### src/rtl/tff_pkg.sv
// Shared types and next-count rule for the toggle-stage modulo counter.
// Optional up/down counting is selected with the TFF_UPDOWN_EN macro.
package tff_pkg;

    localparam int unsigned TFF_MAX_WIDTH = 16;

    typedef enum logic {
        DIR_UP   = 1'b0,
        DIR_DOWN = 1'b1
    } dir_e;

    // Out-of-range counts always recover to zero.
    function automatic logic [31:0] next_count(
        input logic [31:0] q,
        input logic [31:0] modulus,
        input dir_e        dir
    );
        logic [31:0] r;
        if (q >= modulus) begin
            r = '0;
        end else if (dir == DIR_UP) begin
            r = (q == modulus - 32'd1) ? 32'd0 : q + 32'd1;
        end else begin
            r = (q == 32'd0) ? modulus - 32'd1 : q - 32'd1;
        end
        return r;
    endfunction

endpackage

### src/rtl/tff_stage.sv
// Single toggle flip-flop with asynchronous active-low clear.
// QN is derived from the stored bit, never separately registered.
module tff_stage (
    input  logic CP,
    input  logic CD,
    input  logic T,
    output logic Q,
    output logic QN
);

    logic q_q;

    always_ff @(posedge CP or negedge CD) begin
        if (!CD) begin
            q_q <= 1'b0;
        end else if (T) begin
            q_q <= ~q_q;
        end
    end

    assign Q  = q_q;
    assign QN = ~q_q;

endmodule

### src/rtl/tff_mod_counter.sv
// Loadable modulo-N counter built from a column of tff_stage cells.
// Define TFF_UPDOWN_EN to add the UP port and down counting.
module tff_mod_counter
    import tff_pkg::*;
#(
    parameter int unsigned WIDTH   = 4,
    parameter int unsigned MODULUS = 16
) (
    input  logic             CP,
    input  logic             CD,
    input  logic             EN,
    input  logic             LD,
`ifdef TFF_UPDOWN_EN
    input  logic             UP,
`endif
    input  logic [WIDTH-1:0] D,
    output logic [WIDTH-1:0] Q,
    output logic [WIDTH-1:0] QN,
    output logic             TC,
    output logic             CO
);

    localparam logic [31:0] MOD  = 32'(MODULUS);
    localparam logic [31:0] LAST = MOD - 32'd1;

    dir_e             dir;
    logic [31:0]      q_ext;
    logic [31:0]      d_ext;
    logic [31:0]      nxt_ext;
    logic [WIDTH-1:0] q_d;
    logic [WIDTH-1:0] t;
    logic             hit;
    logic             wrap;
    logic             co_q;
    logic             co_d;
    logic             unused_nxt;

    always_comb begin
        dir = DIR_UP;
`ifdef TFF_UPDOWN_EN
        dir = UP ? DIR_UP : DIR_DOWN;
`endif
    end

    assign q_ext      = 32'(Q);
    assign d_ext      = 32'(D);
    assign nxt_ext    = next_count(q_ext, MOD, dir);
    assign unused_nxt = ^nxt_ext[31:WIDTH];

    assign hit = (dir == DIR_UP) ? (q_ext == LAST)
                                 : (q_ext == 32'd0);

    always_comb begin
        q_d = Q;
        if (LD) begin
            q_d = (d_ext < MOD) ? D : '0;
        end else if (EN) begin
            q_d = nxt_ext[WIDTH-1:0];
        end
    end

    // Each stage flips exactly where current and next count differ.
    assign t = Q ^ q_d;

    assign wrap = EN & ~LD & hit;
    assign TC   = CD & wrap;
    assign co_d = co_q ^ wrap;

    always_ff @(posedge CP or negedge CD) begin
        if (!CD) begin
            co_q <= 1'b0;
        end else begin
            co_q <= co_d;
        end
    end

    assign CO = co_q;

    for (genvar i = 0; i < int'(WIDTH); i++) begin : g_stage
        tff_stage u_stage (
            .CP (CP),
            .CD (CD),
            .T  (t[i]),
            .Q  (Q[i]),
            .QN (QN[i])
        );
    end

endmodule

### config.mk
export PLATFORM = sky130hd
export DESIGN_NAME = tff_mod_counter
export DESIGN_NICKNAME = d
export VERILOG_FILES = /design/src/rtl/tff_pkg.sv /design/src/rtl/tff_stage.sv /design/src/rtl/tff_mod_counter.sv
export SDC_FILE = /design/constraint.sdc
export NUM_CORES = 1
export LEC_CHECK = 0
export BUFFER_PORTS_ARGS = -buffer_cell sky130_fd_sc_hd__buf_2
export CAP_MARGIN = 5
export CORE_AREA = 4 4 41 43
export CTS_CLUSTER_DIAMETER = 50
export CTS_CLUSTER_SIZE = 28
export DETAILED_ROUTE_END_ITERATION = 8
export DIE_AREA = 0 0 45 47
export PLACE_DENSITY_LB_ADDON = 0.1
export SYNTH_ARGS = -nofsm -noshare
export SYNTH_HDL_FRONTEND = slang
export SYNTH_SLANG_ARGS = --single-unit
### constraint.sdc
create_clock -name CP -period 1.4 [get_ports CP]
set_input_delay 0.07 -clock CP [delete_from_list [all_inputs] [get_ports CP]]
set_output_delay 0.07 -clock CP [all_outputs]
set_load 0.03 [all_outputs]
==> results.yml <==
pwr:
  power.total_uw: 623
  p_sw_uw: 252
  p_int_uw: 371
  power_density_mw_per_mm2: 1230
  swShare_pct: 40.4
  power_frac_clock_pct: 27.5
  pwr-share-comb_pct: 40.3
  ir_worst_vdd_v: 0.000635
  p_leak_nw: 0.274
  seqPwrFrac_pct: 32.2
worst_setup_path:
  path_class: "flip-flop to primary output"
  cp_data_required_time_ns: 1.33
  r2r-end: "CO$_DFF_PN0_"
  cp_max_fo: 3
  reg2reg_depth: 7
  reg2reg_slack_ns: 0.09
  rr_startpoint: "g_stage[1].u_stage.Q$_DFFE_PN0P_"
  worstPathArrival_ns: 1.32
  endpoint_kind: "primary output"
  critPathLaunchType: "flip-flop"
clocking:
  clk_latency_ns: 0.24
  clkSinkCount: 5
  cts_tree: "built"
  cts_root_buf: "clkbuf_4"
  clock_path_buffers: 2
  cts.htree.levels: 1
  cts_made_buffers: 3
  clk_pin_slew_ns: 0.04
synthesis:
  muxShareOfSynthArea_pct: 5.71
  synth_top_family_by_area: "buffers and inverters"
  synthTopCellsByArea: "dfrtp_1 36%, buf_4 17%, nand2_1 6.4%, mux2i_1 5.7%, a21oi_1 4.3%"
  yosys_warnings: 0
  synthCells: 41
  ys_seq_area_share_pct: 35.7
  synth_fa_ha_area_share_pct: 3.57
  synth-simple-area-share_pct: 15.4
  synth-compound-area-share_pct: 11.8
  synth_top_area_cell: "dfrtp_1"
  syn_nets: 50
  synth_cell_types: 17
  netlist.area_leader.share_pct: 35.7
  synth_xor_area_share_pct: 5.00
  netlist_area_sq_um: 350
  syn_avg_cell_area_sq_um: 8.54
  ys_ff_latch: 5
floorplanning:
  core_sq_mm: 0.00130
  start_util_pct: 26.9
  core.rowCount: 13
  die_area_sq_mm: 0.00212
  die_h_um: 47
  fp.dieW_um: 45
  ios: 18
timing:
  min_period_over_period_pct: 99.2
  min_period_ns: 1.39
  hold_violations: 0
  finalMaxSlewViolations: 0
  rsz0062_at_grt: "true"
  worstMarginPinSlew_ns: 0.165
  fmax_mhz: 720
  setup_viol: 0
  max_slew_margin_pct: 88.7
  clock_skew_ns: 0.000252
layout:
  final_nets: 70
  nFillCells: 148
  drive_gt1_share_pct: 50.0
  antenna_cells: 0
  syn_to_final_growth_pct: 44.3
  layout_common_cells: "16 x buf_2, 6 x buf_4, 5 x dfrtp_1, 5 x nand2_1, 4 x inv_1"
  final_common_cell: "buf_2"
  final_core_util_pct: 38.8
worst_hold_path:
  whs_path_depth: 3
  min_path_type: "input pin to flip-flop"
  hold_end: "g_stage[0].u_stage.Q$_DFFE_PN0P_"
  worstHoldStart: "D[0]"
grt:
  grt_pass1_wl_um: 1390
  grt_pass1_vias: 311
  grt_usage_pct: 9.29
  antenna_found_initial: 0
  overflow: 0
  grt_start_max_net_pins: 10
flow_run:
  cap_violations: 0
detailed_routing:
  drt_iter0_markers: 9
  viasPerCell: 4.35
  ant_nets: 0
  detail_route.wirelength_um: 876
  drc: 0
  avgRoutedWirePerCell_um: 11.7
  routed-via-count: 326
  first_pass_iters: 3
placed_design:
  gp_congestion: 0.687
  io_buffers: 17
  dpl.hpwl_um: 640
outcome:
  outcome: "finished, final reports clean"
-- per-stage QoR --
stage	setup TNS (ns)	setup slack (ns)	cells	cell area (sq um)	hold slack, ns
floorplan	0	0.152	41	350	-0.226
global placement	0	0.177	66	404	-0.107
detailed placement	0	0.133	66	404	-0.0997
CTS	0	0.0148	74	478	0.0426
global route	-0.0617	-0.0617	75	505	0.0458
finish	0	0.0118	75	505	0.0421
-- power by group through the flow --
stage          Combinational (mW)  Sequential, mW  Clock [mW]
3_5_place_dp                0.233           0.197           0
4_1_cts                     0.241           0.200       0.176
3_3_place_gp                0.230           0.196           0
5_1_grt                     0.270           0.205       0.188
2_1_floorplan               0.160           0.228           0
6_report                    0.251           0.201       0.171
-- cell usage after synthesis --
library cell / n
a21oi_1: 3
a31oi_1: 1
and2_1: 1
and4_1: 1
buf_2: 1
buf_4: 8
dfrtp_1: 5
ha_1: 1
inv_1: 4
mux2i_1: 2
nand2_1: 6
nor2b_1: 1
nor3_2: 1
o21ai_0: 1
o21ai_1: 3
xnor2_1: 1
xor2_1: 1
-- flip-flops by register name, indices dropped and copies added, names as in the netlist --
| signal | count |
|---|---|
| g_stage.u_stage.Q | 4 |
| CO | 1 |
-- layout make-up --
type,count,area [sq um],area share [%]
multi-input combinational,23,174,34.4
inverter,4,15.0,2.97
sequential,5,125,24.8
tap,15,18.8,3.71
timing repair buffer,24,146,29.0
clock buffer,4,26.3,5.20
-- cells by family after synthesis --
group	count (synthesis)
AOI/OAI and AO/OA	8
xor gates and xnor gates	2
and+or+nand+nor	10
buffers and inverters	13
adders and majority gates	1
muxes	2
DFF	5
-- worst max path at each step --
stage	startpoint	to	slack, ns	cells after the start
after floorplan	g_stage[0].u_stage.Q$_DFFE_PN0P_	TC	0.15	4
after global placement	g_stage[1].u_stage.Q$_DFFE_PN0P_	TC	0.18	5
after detailed placement	g_stage[1].u_stage.Q$_DFFE_PN0P_	TC	0.13	5
after CTS	g_stage[0].u_stage.Q$_DFFE_PN0P_	TC	0.01	5
after global routing	g_stage[1].u_stage.Q$_DFFE_PN0P_	TC	-0.06	5
final	g_stage[1].u_stage.Q$_DFFE_PN0P_	TC	0.01	5
-- timing repair --
action,CTS,global route
resized for setup,3,5
pin swaps,2,3
setup endpoints to repair,1,1
setup buffers,3,1
hold buffers,1,0
endpoints found under the hold margin,5,0
-- critical path, stage by stage, from the launching register on --
cell	delay (ns)
dfrtp_1	0.39
ha_4	0.17
nand2_4	0.05
nor3_4	0.18
and2_4	0.17
buf_6	0.12
-- per-layer routing --
| layer | wire length, um | global-route usage [%] |
|---|---|---|
| met5 | 0 | 0 |
| met4 | 0 | 5.26 |
| met3 | 76 | 2.68 |
| met2 | 432 | 14.4 |
| met1 | 367 | 11.5 |
Power figures use the tool's default switching activity.
